$ cat config.mk
export PLATFORM = sky130hd
export DESIGN_NAME = chk_fifo
export DESIGN_NICKNAME = d
export VERILOG_FILES = /design/src/rtl/mips_commit_checker_pkg.sv /design/src/rtl/mips_commit_checker_fifo.sv
export SDC_FILE = /design/constraint.sdc
export NUM_CORES = 1
export LEC_CHECK = 0
export CORE_ASPECT_RATIO = 0.9
export CORE_MARGIN = 3
export CORE_UTILIZATION = 55
export DETAILED_ROUTE_END_ITERATION = 12
export PLACE_DENSITY = 0.78
export SYNTH_ARGS = -nofsm -noshare
export SYNTH_HDL_FRONTEND = slang
export SYNTH_SLANG_ARGS = --single-unit
export TNS_END_PERCENT = 5
$ cat constraint.sdc
create_clock -name clk -period 4.5 [get_ports clk]
set_clock_uncertainty 0.05 [all_clocks]
set_input_delay 0.45 -clock clk [delete_from_list [all_inputs] [get_ports clk]]
set_output_delay 0.45 -clock clk [all_outputs]
set_load 0.05 [all_outputs]
$ cat src/rtl/mips_commit_checker_pkg.sv
// Shared types for the MIPS in-order commit checker: event kinds, FSM states
// and the expected-event queue entry.
package mips_chk_pkg;

    localparam int CHK_DATA_W = 32;
    localparam int CHK_ADDR_W = 32;

    typedef enum logic [1:0] {
        CHK_REG  = 2'd0,
        CHK_MEM  = 2'd1,
        CHK_PC   = 2'd2,
        CHK_RSVD = 2'd3
    } chk_kind_t;

    typedef enum logic [1:0] {
        ST_IDLE,
        ST_RUN,
        ST_PASS,
        ST_FAIL
    } chk_state_t;

    typedef struct packed {
        chk_kind_t               kind;
        logic [CHK_ADDR_W-1:0]   addr;
        logic [CHK_DATA_W-1:0]   data;
    } chk_entry_t;

    function automatic logic [7:0] satInc8(input logic [7:0] v);
        return (v == 8'hFF) ? v : v + 8'd1;
    endfunction

endpackage

$ cat src/rtl/mips_commit_checker_fifo.sv
// chk_fifo: DEPTH-entry synchronous FIFO of expected events with a
// synchronous flush; pushes when full and pops when empty are ignored.
module chk_fifo
    import mips_chk_pkg::*;
#(
    parameter int DEPTH = 16
) (
    input  logic                       clk,
    input  logic                       reset,
    input  logic                       flush_i,
    input  logic                       push_i,
    input  logic                       pop_i,
    input  chk_entry_t                 data_i,
    output chk_entry_t                 head_o,
    output logic                       full_o,
    output logic                       empty_o,
    output logic [$clog2(DEPTH):0]     count_o
);
    localparam int IDX_W = $clog2(DEPTH);
    localparam int CNT_W = IDX_W + 1;

    chk_entry_t       mem_q [DEPTH];
    logic [IDX_W-1:0] wrPtr_q, rdPtr_q;
    logic [CNT_W-1:0] count_q;
    logic             doPush, doPop;

    assign full_o  = (count_q == CNT_W'(DEPTH));
    assign empty_o = (count_q == '0);
    assign count_o = count_q;
    assign head_o  = mem_q[rdPtr_q];
    assign doPush  = push_i && !full_o;
    assign doPop   = pop_i && !empty_o;

    always_ff @(posedge clk or negedge reset) begin
        if (!reset) begin
            wrPtr_q <= '0;
            rdPtr_q <= '0;
            count_q <= '0;
        end else if (flush_i) begin
            wrPtr_q <= '0;
            rdPtr_q <= '0;
            count_q <= '0;
        end else begin
            if (doPush) wrPtr_q <= wrPtr_q + IDX_W'(1);
            if (doPop)  rdPtr_q <= rdPtr_q + IDX_W'(1);
            case ({doPush, doPop})
                2'b10:   count_q <= count_q + CNT_W'(1);
                2'b01:   count_q <= count_q - CNT_W'(1);
                default: count_q <= count_q;
            endcase
        end
    end

    // Storage has no reset; validity is tracked entirely by the pointers.
    always_ff @(posedge clk) begin
        if (doPush && !flush_i) mem_q[wrPtr_q] <= data_i;
    end

endmodule

Yosys cells after proc, flatten, opt, wreduce, memory -nomap -nowiden. Memory sizes are Yosys's and may differ from the RTL's. Index checks and enable logic that the tools add are counted.

Memories: 1. Bits of input ports: 71. Word-level logic and storage cells: 29. Memory bits (writable): 1056. Bits in registers: 13. Output and inout port bits: 73.

Mux-type cells: 8. Equality and inequality tests: 3. Reduce and logical (&&, ||, !) cells: 10. Add/subtract/negate cells: 4.

Memories: mem_q (words 16, bits a word 66, rd ports 1, clocked after Yosys merged registers in 0, write ports 1, line mips_commit_checker_fifo.sv:22) `chk_entry_t mem_q [DEPTH];`.

Operator list (count): 2-to-1 mux 4 bit (4); one-hot mux 5 bit (2 select lines) (1); adder 4 x 1 -> 4 bit, second input constant (2); adder 5 x 1 -> 5 bit, second input constant (1); == test 5 bit, second input constant (1); zero test 5 bit (1); 2-to-1 mux 5 bit (1); subtractor 5 x 1 -> 5 bit, second input constant (1); nonzero test 2 bit (2); logical AND 1 bit (3); zero test 1 bit (3); nonzero test 3 bit (1); == test 2 x 1 -> 1 bit, second input constant (1); == test 2 bit, second input constant (1); 2-to-1 mux 1 bit (2).

Logic depth before layout (Yosys ltp). Gate-level depths: netlist of the first run.

Word-level depth: 6. Gate-level depth with buffers: 10.

Worst setup path after synthesis of the first run. Ideal clock, no wire load.

Path type: reg-to-reg. Start point: register count_q[0], in the netlist count_o[0]. End point: memory mem_q[12][0] in the netlist's numbering (enable). Period minus slack after synthesis: 4774 ps. Path slack: -274 ps. Library setup time: 491 ps. Path buffers: 0. Data arrival time: 4233 ps. Cell stages (with the launch flop): 5. Cells stage by stage: dfrtp_1 > nor4_1 > a21oi_1 > nand2_1 > nor2_1.

Longest elaborated chain between the ends: 6.

Ends and longest elaborated chain: start, declared (line mips_commit_checker_fifo.sv:24) `logic [CNT_W-1:0] count_q;`; start signal, assigned (line mips_commit_checker_fifo.sv:47) `2'b10: count_q <= count_q + CNT_W'(1);`; start signal, assigned (line mips_commit_checker_fifo.sv:48) `2'b01: count_q <= count_q - CNT_W'(1);`; start signal, assigned (line mips_commit_checker_fifo.sv:49) `default: count_q <= count_q;`; == test 5 bit (line mips_commit_checker_fifo.sv:27) `assign full_o = (count_q == CNT_W'(DEPTH));`; zero test 1 bit (line mips_commit_checker_fifo.sv:31) `assign doPush = push_i && !full_o;`; logical AND 1 bit (line mips_commit_checker_fifo.sv:31); logical AND 1 bit (line mips_commit_checker_fifo.sv:56) `if (doPush && !flush_i) mem_q[wrPtr_q] <= data_i;`; 2-to-1 mux 1 bit (line mips_commit_checker_fifo.sv:56); 2-to-1 mux 1 bit (not written as such) (line mips_commit_checker_fifo.sv:56); end, declared (line mips_commit_checker_fifo.sv:22).

No other way between the ends.

==> results_dict.tcl, run 1 <==
set metrics [dict create \
    outcome "complete, no violations" \
    p_sw_share_pct 25.4 \
    switchingPower_uw 6100 \
    syn_inst 1582 \
    seq_power_share_pct 46.6 \
    ys_top_cells_by_area "edfxtp_1, mux4_2, dfrtp_1, buf_4, clkbuf_1" \
    layout-drive-gt1-share_pct 29.4 \
    htree_levels 3 \
    area_delta_synth_final_pct 15.6 \
    syn_area_um2 40600 \
    max_stage_delay_ns 0.83 \
    numClockSinks 1069 \
    async_flop_share_pct 1.22 \
    internal_power_uw 18000 \
    firstDrtPassIters 5 \
    synthXorXnorAreaFrac_pct 0.151 \
    wl_um 88500 \
    grt_max_degree 67 \
    place_congestion 0.798 \
    required_ns 4.00 \
    dieArea_um2 77100 \
    synth.top_cells.by_count "edfxtp_1, mux4_2, clkbuf_1" \
    synth_edf_count 1056 \
    yosysMostFrequentCell "edfxtp_1" \
    ant_nets 0 \
    synthSimpleGateAreaFrac_pct 0.635 \
    timing.critical_path.buf_inv 2 \
    seq_area_frac_synth_pct 79.0 \
    yosys.area.top_type "edfxtp_1" \
    cts-resized-gates 0 \
    cap_violations 0 \
    pwr-share-comb_pct 18.5 \
    nNetsFinal 1886 \
    wl_per_cell_um 31.1 \
    grt_usage_pct 23.7 \
    avgSynthCellArea_um2 25.6 \
    synth_cell_type_count 40 \
    slew_viol_final 0 \
    grt_overflow 0 \
    rsz0062_at_grt "false" \
    total_power_uw 24100 \
    drc 0 \
    grt_pass1_wl_um 132000 \
    start_util_pct 56.1 \
    cts_tree "done" \
    num_vias 18200 \
    worstSetupPathType "reg2out" \
    worstSetupEndpointType "output port" \
    antenna_found_initial 9 \
    slew_headroom_pct 42.1 \
    setup_tns_ns 0 \
    hold_buffers 0 \
    synth_warnings 0 \
    setup_violations 0 \
    cts_buffer_depth 3 \
    postCtsSetupBuffers 0 \
    synth-seq-cells 1069 \
    cp_common_cell "mux4_2" \
    io-pin-count 144 \
    powerDensity_nw_per_um2 513 \
    hold_path_class "in2async" \
    fin_crit_ns 4.14 \
    power.leakage_uw 0.0142 \
    core.rowCount 93 \
    crit_chain "buf_4 > mux4_2 > mux4_2 > clkdlybuf4s50_1" \
    synthMuxAreaShare_pct 18.5 \
    critical_path_arrival_ns 3.64 \
    p_clk_share_pct 34.8 \
    path_delay_family "buffers and inverters" \
    yosysTopAreaCellShare_pct 78.2 \
    ys.flop_type "edfxtp_1" \
    port_buffers 143 \
    yosys.area_share.adder_pct 0.296 \
    synth_top_family_by_area "multiplexers" \
    critPathLaunchType "flop" \
    hold_viol_final 0 \
    insertion_delay_ns 0.65 \
    die_x_um 292 \
    vdd_drop_max_mv 0.484 \
    worstMarginPinSlew_ns 0.869 \
    period_share_pct 91.9 \
    cp_slowest_cell "dfrtp_4" \
    synthesis.nets 1662 \
    routed_via_density 6.40 \
    cts_buffers 103 \
    grt_pass1_vias 19200 \
    whs_ns 0.187 \
    fmax_mhz 242 \
    dp_hpwl_um 43800 \
    drtIter0Drc 2343 \
    die_y_um 264 \
    cp_max_fo 33 \
    clk_pin_slew_ns 0.07 \
    core_area_um2 72300 \
    synth_compound_area_share_pct 0.281 \
    cts-root-buf "clkbuf_16" \
]
[registers in the layout, indices dropped and copies added (netlist names)]
signal,count
mem_q,1056
count_o,5
rdPtr_q,4
wrPtr_q,4
[power by group through the flow]
| stage | logic, µW | registers [µW] | clock network [µW] |
|---|---|---|---|
| floorplan | 3200 | 11400 | 0 |
| detailed placement | 4470 | 11400 | 0 |
| CTS | 4520 | 11200 | 8530 |
| global route | 4720 | 11200 | 8920 |
| finish | 4460 | 11200 | 8380 |
| global placement | 4400 | 11400 | 0 |
[final cells by class]
class                      count  area (µm²)
multi-input combinational    425        8180
timing repair buffer         199        2140
tap                          950        1190
fill                        4377       25400
clock buffer                 131        2760
clock inverter                58         534
antenna                        5        12.5
sequential                  1069       32100
inverter                       8        30.0
[per-layer routing]
| layer | part of all wire, % | up-vias | GRT usage, % |
|---|---|---|---|
| li1 | - | 7352 | - |
| met1 | 38 | 9780 | 33.3 |
| met2 | 50 | 896 | 37.5 |
| met3 | 8.9 | 179 | 5.55 |
| met4 | 3.0 | 10 | 7.87 |
| met5 | 0.070 | - | 0 |
[cell usage in the layout (no fill, tap or decap), types with 2 or more instances in the layout]
| master | count |
|---|---|
| nand2_1 | 7 |
| clkdlybuf4s50_1 | 143 |
| dfrtp_4 | 4 |
| mux2i_1 | 4 |
| ha_1 | 8 |
| nand2b_1 | 2 |
| mux2_2 | 3 |
| clkbuf_16 | 106 |
| bufinv_16 | 9 |
| clkbuf_1 | 24 |
| edfxtp_1 | 1056 |
| buf_4 | 33 |
| xor2_1 | 5 |
| a21oi_1 | 2 |
| clkinvlp_4 | 6 |
| clkinv_1 | 21 |
| nor2_4 | 16 |
| xnor2_1 | 2 |
| mux4_2 | 330 |
| buf_12 | 23 |
| inv_1 | 8 |
| clkinv_2 | 19 |
| diode_2 | 5 |
| a211o_1 | 2 |
| nor2_1 | 18 |
| o211ai_1 | 2 |
| o21ai_0 | 2 |
| nand3_1 | 4 |
| dfrtp_1 | 9 |
[logic make-up after synthesis]
kind of cell,count (synthesis)
and+or+nand+nor,57
muxes,337
buffers and inverters,88
AOI/OAI and AO/OA,15
adders and majority gates,9
xor gates and xnor gates,7
DFF,1069
[path summary, 6_finish.rpt]
kind	start	end	slack, ns	cells after the start
min in group clk	count_o[3]	count_o[3]	0.56	2
worst max-delay path	rdPtr_q[1]	head_o[35]	0.36	4
worst max register to register	count_o[1]	count_o[4]	1.59	8
worst min register to register	count_o[3]	count_o[3]	0.56	2
worst min-delay path	reset	count_o[2]	0.19	1
max in group asynchronous	reset	rdPtr_q[1]	3.64	1
[through the flow]
step	cells	setup WS (ns)	area [µm²]	util, %
finish	2845	0.363	46900	64.9
global route	2842	0.255	46900	64.9
global placement	2651	1.05	43600	60.3
detailed placement	2651	1.01	43600	60.3
CTS	2840	0.335	46900	64.9
floorplan	1582	-0.274	40600	-
Power figures use the tool's default switching activity.
==> run 2: changes to the inputs <==
--- a/config.mk
+++ b/config.mk
@@ -9,6 +9,7 @@
 export CORE_MARGIN = 3
 export CORE_UTILIZATION = 55
 export DETAILED_ROUTE_END_ITERATION = 12
+export GPL_ROUTABILITY_DRIVEN = 0
 export PLACE_DENSITY = 0.78
 export SYNTH_ARGS = -nofsm -noshare
 export SYNTH_HDL_FRONTEND = slang
==> results of run 2 <==
No change in the layout: final DEF, timing and power equal those of run 1.
==> run 3: changes to the inputs <==
--- a/config.mk
+++ b/config.mk
@@ -8,8 +8,10 @@
 export CORE_ASPECT_RATIO = 0.9
 export CORE_MARGIN = 3
 export CORE_UTILIZATION = 55
+export CTS_CLUSTER_DIAMETER = 200
 export DETAILED_ROUTE_END_ITERATION = 12
 export GPL_ROUTABILITY_DRIVEN = 0
+export MAX_ROUTING_LAYER = met4
 export PLACE_DENSITY = 0.78
 export SYNTH_ARGS = -nofsm -noshare
 export SYNTH_HDL_FRONTEND = slang
==> results_dict.tcl, run 3 (same netlist as run 1, synthesis figures left out) <==
set metrics [dict create \
    top_register "mem_q" \
    post-place-cells 2651 \
    area_delta_synth_final_pct 15.6 \
    nNetsFinal 1886 \
    multi_input_area_um2 8180 \
    firstDrtPassIters 5 \
    cts_buffers 103 \
    reg2reg_slack_ns 1.59 \
    fin_crit_ns 4.15 \
    grt_pass1_vias 19200 \
    clk_pin_slew_ns 0.07 \
    hold_viol_final 0 \
    pre_cts_ws_ns 1.01 \
    slew_headroom_pct 40.5 \
    rr_startpoint "count_o[4]" \
    drc 0 \
    die_y_um 264 \
    critical_path_arrival_ns 3.65 \
    post-route-worst-setup-slack_ns 0.352 \
    die_x_um 292 \
    vdd_drop_max_mv 0.483 \
    cts_tree "done" \
    required_ns 4.00 \
    dieArea_um2 77100 \
    wl_per_cell_um 31.0 \
    fmax_mhz 241 \
    htree_levels 3 \
    drtIter0Drc 2256 \
    powerDensity_nw_per_um2 513 \
    dp_hpwl_um 43800 \
    cap_violations 0 \
    antenna_found_initial 9 \
    reg2reg_depth 4 \
    io-pin-count 144 \
    grt_max_degree 67 \
    rsz0062_at_grt "false" \
    cp_max_fo 33 \
    endpoint "head_o[35]" \
    insertion_delay_ns 0.65 \
    largest_reg_flops 1056 \
    slew_viol_final 0 \
    cts_buffer_depth 3 \
    grt_usage_pct 24.4 \
    cts-resized-gates 0 \
    start_util_pct 56.1 \
    core.rowCount 93 \
    outcome "complete, no violations" \
    postCtsSetupBuffers 0 \
    ant_nets 0 \
    worstMarginPinSlew_ns 0.893 \
    critPathLaunchType "flop" \
    hold_buffers 0 \
    layout-drive-gt1-share_pct 29.4 \
    period_share_pct 92.2 \
    worstSetupPathType "reg2out" \
    num_vias 18200 \
    final-seq-area_um2 32100 \
    final_cell_mix "edfxtp_1, mux4_2, clkdlybuf4s50_1" \
    total_power_uw 24100 \
    core_area_um2 72300 \
    fill_cells 4373 \
    grt_pass1_wl_um 132000 \
    numClockSinks 1069 \
    worstSetupEndpointType "output port" \
    routed_via_density 6.38 \
    startpoint "rdPtr_q[1]" \
    final_common_cell "edfxtp_1" \
    wl_um 88300 \
    port_buffers 143 \
    r2r-end "mem_q[2][11]" \
    setup_violations 0 \
    hold_path_class "in2async" \
    instances_no_fill 2850 \
    cts-root-buf "clkbuf_16" \
    power.leakage_uw 0.0142 \
    grt_overflow 0 \
]
run 3: worst min path at each step:
stage | start | end | slack, ns
5_1_grt | reset | count_o[2] | 0.19
4_1_cts | reset | count_o[2] | 0.14
2_1_floorplan | reset | count_o[0] | 0.10
6_report | reset | count_o[2] | 0.18
3_3_place_gp | wrPtr_q[1] | wrPtr_q[1] | 0.53
3_5_place_dp | count_o[3] | count_o[3] | 0.55
run 3: power breakdown:
| group | internal, µW | leakage, µW | switching, µW |
|---|---|---|---|
| sequential | 11100 | 0.00968 | 116 |
| combinational | 2010 | 0.00293 | 2450 |
| clock | 4840 | 0.00160 | 3540 |
run 3: metrics by stage:
stage,util [%],area (µm²),setup TNS [ns],hold WS [ns]
after floorplan,-,40600,-235.22,0.104
after global placement,60.3,43600,0,0.533
after detailed placement,60.3,43600,0,0.549
after CTS,64.9,46900,0,0.145
after global routing,64.9,46900,0,0.189
final,64.9,46900,0,0.183
run 3: per-layer routing:
layer,track usage (%),vias up,part of all wire (%)
met4,7.97,0,2.9
met1,33.4,9802,39
met2,37.4,854,50
met3,5.47,175,8.3
li1,-,7360,-
met5,-,-,0
run 3: worst max-delay path, stage by stage (launching register included):
cell and delay (ns):
dfrtp_4 0.83, buf_4 0.49, mux4_2 0.38, mux4_2 0.53, clkdlybuf4s50_1 0.73
run 3: cell type report:
| class | instances | area share, % |
|---|---|---|
| inverter | 8 | 0.0640 |
| antenna | 10 | 0.0534 |
| multi-input combinational | 425 | 17.4 |
| clock inverter | 58 | 1.14 |
| timing repair buffer | 199 | 4.56 |
| clock buffer | 131 | 5.88 |
| tap | 950 | 2.53 |
| sequential | 1069 | 68.3 |
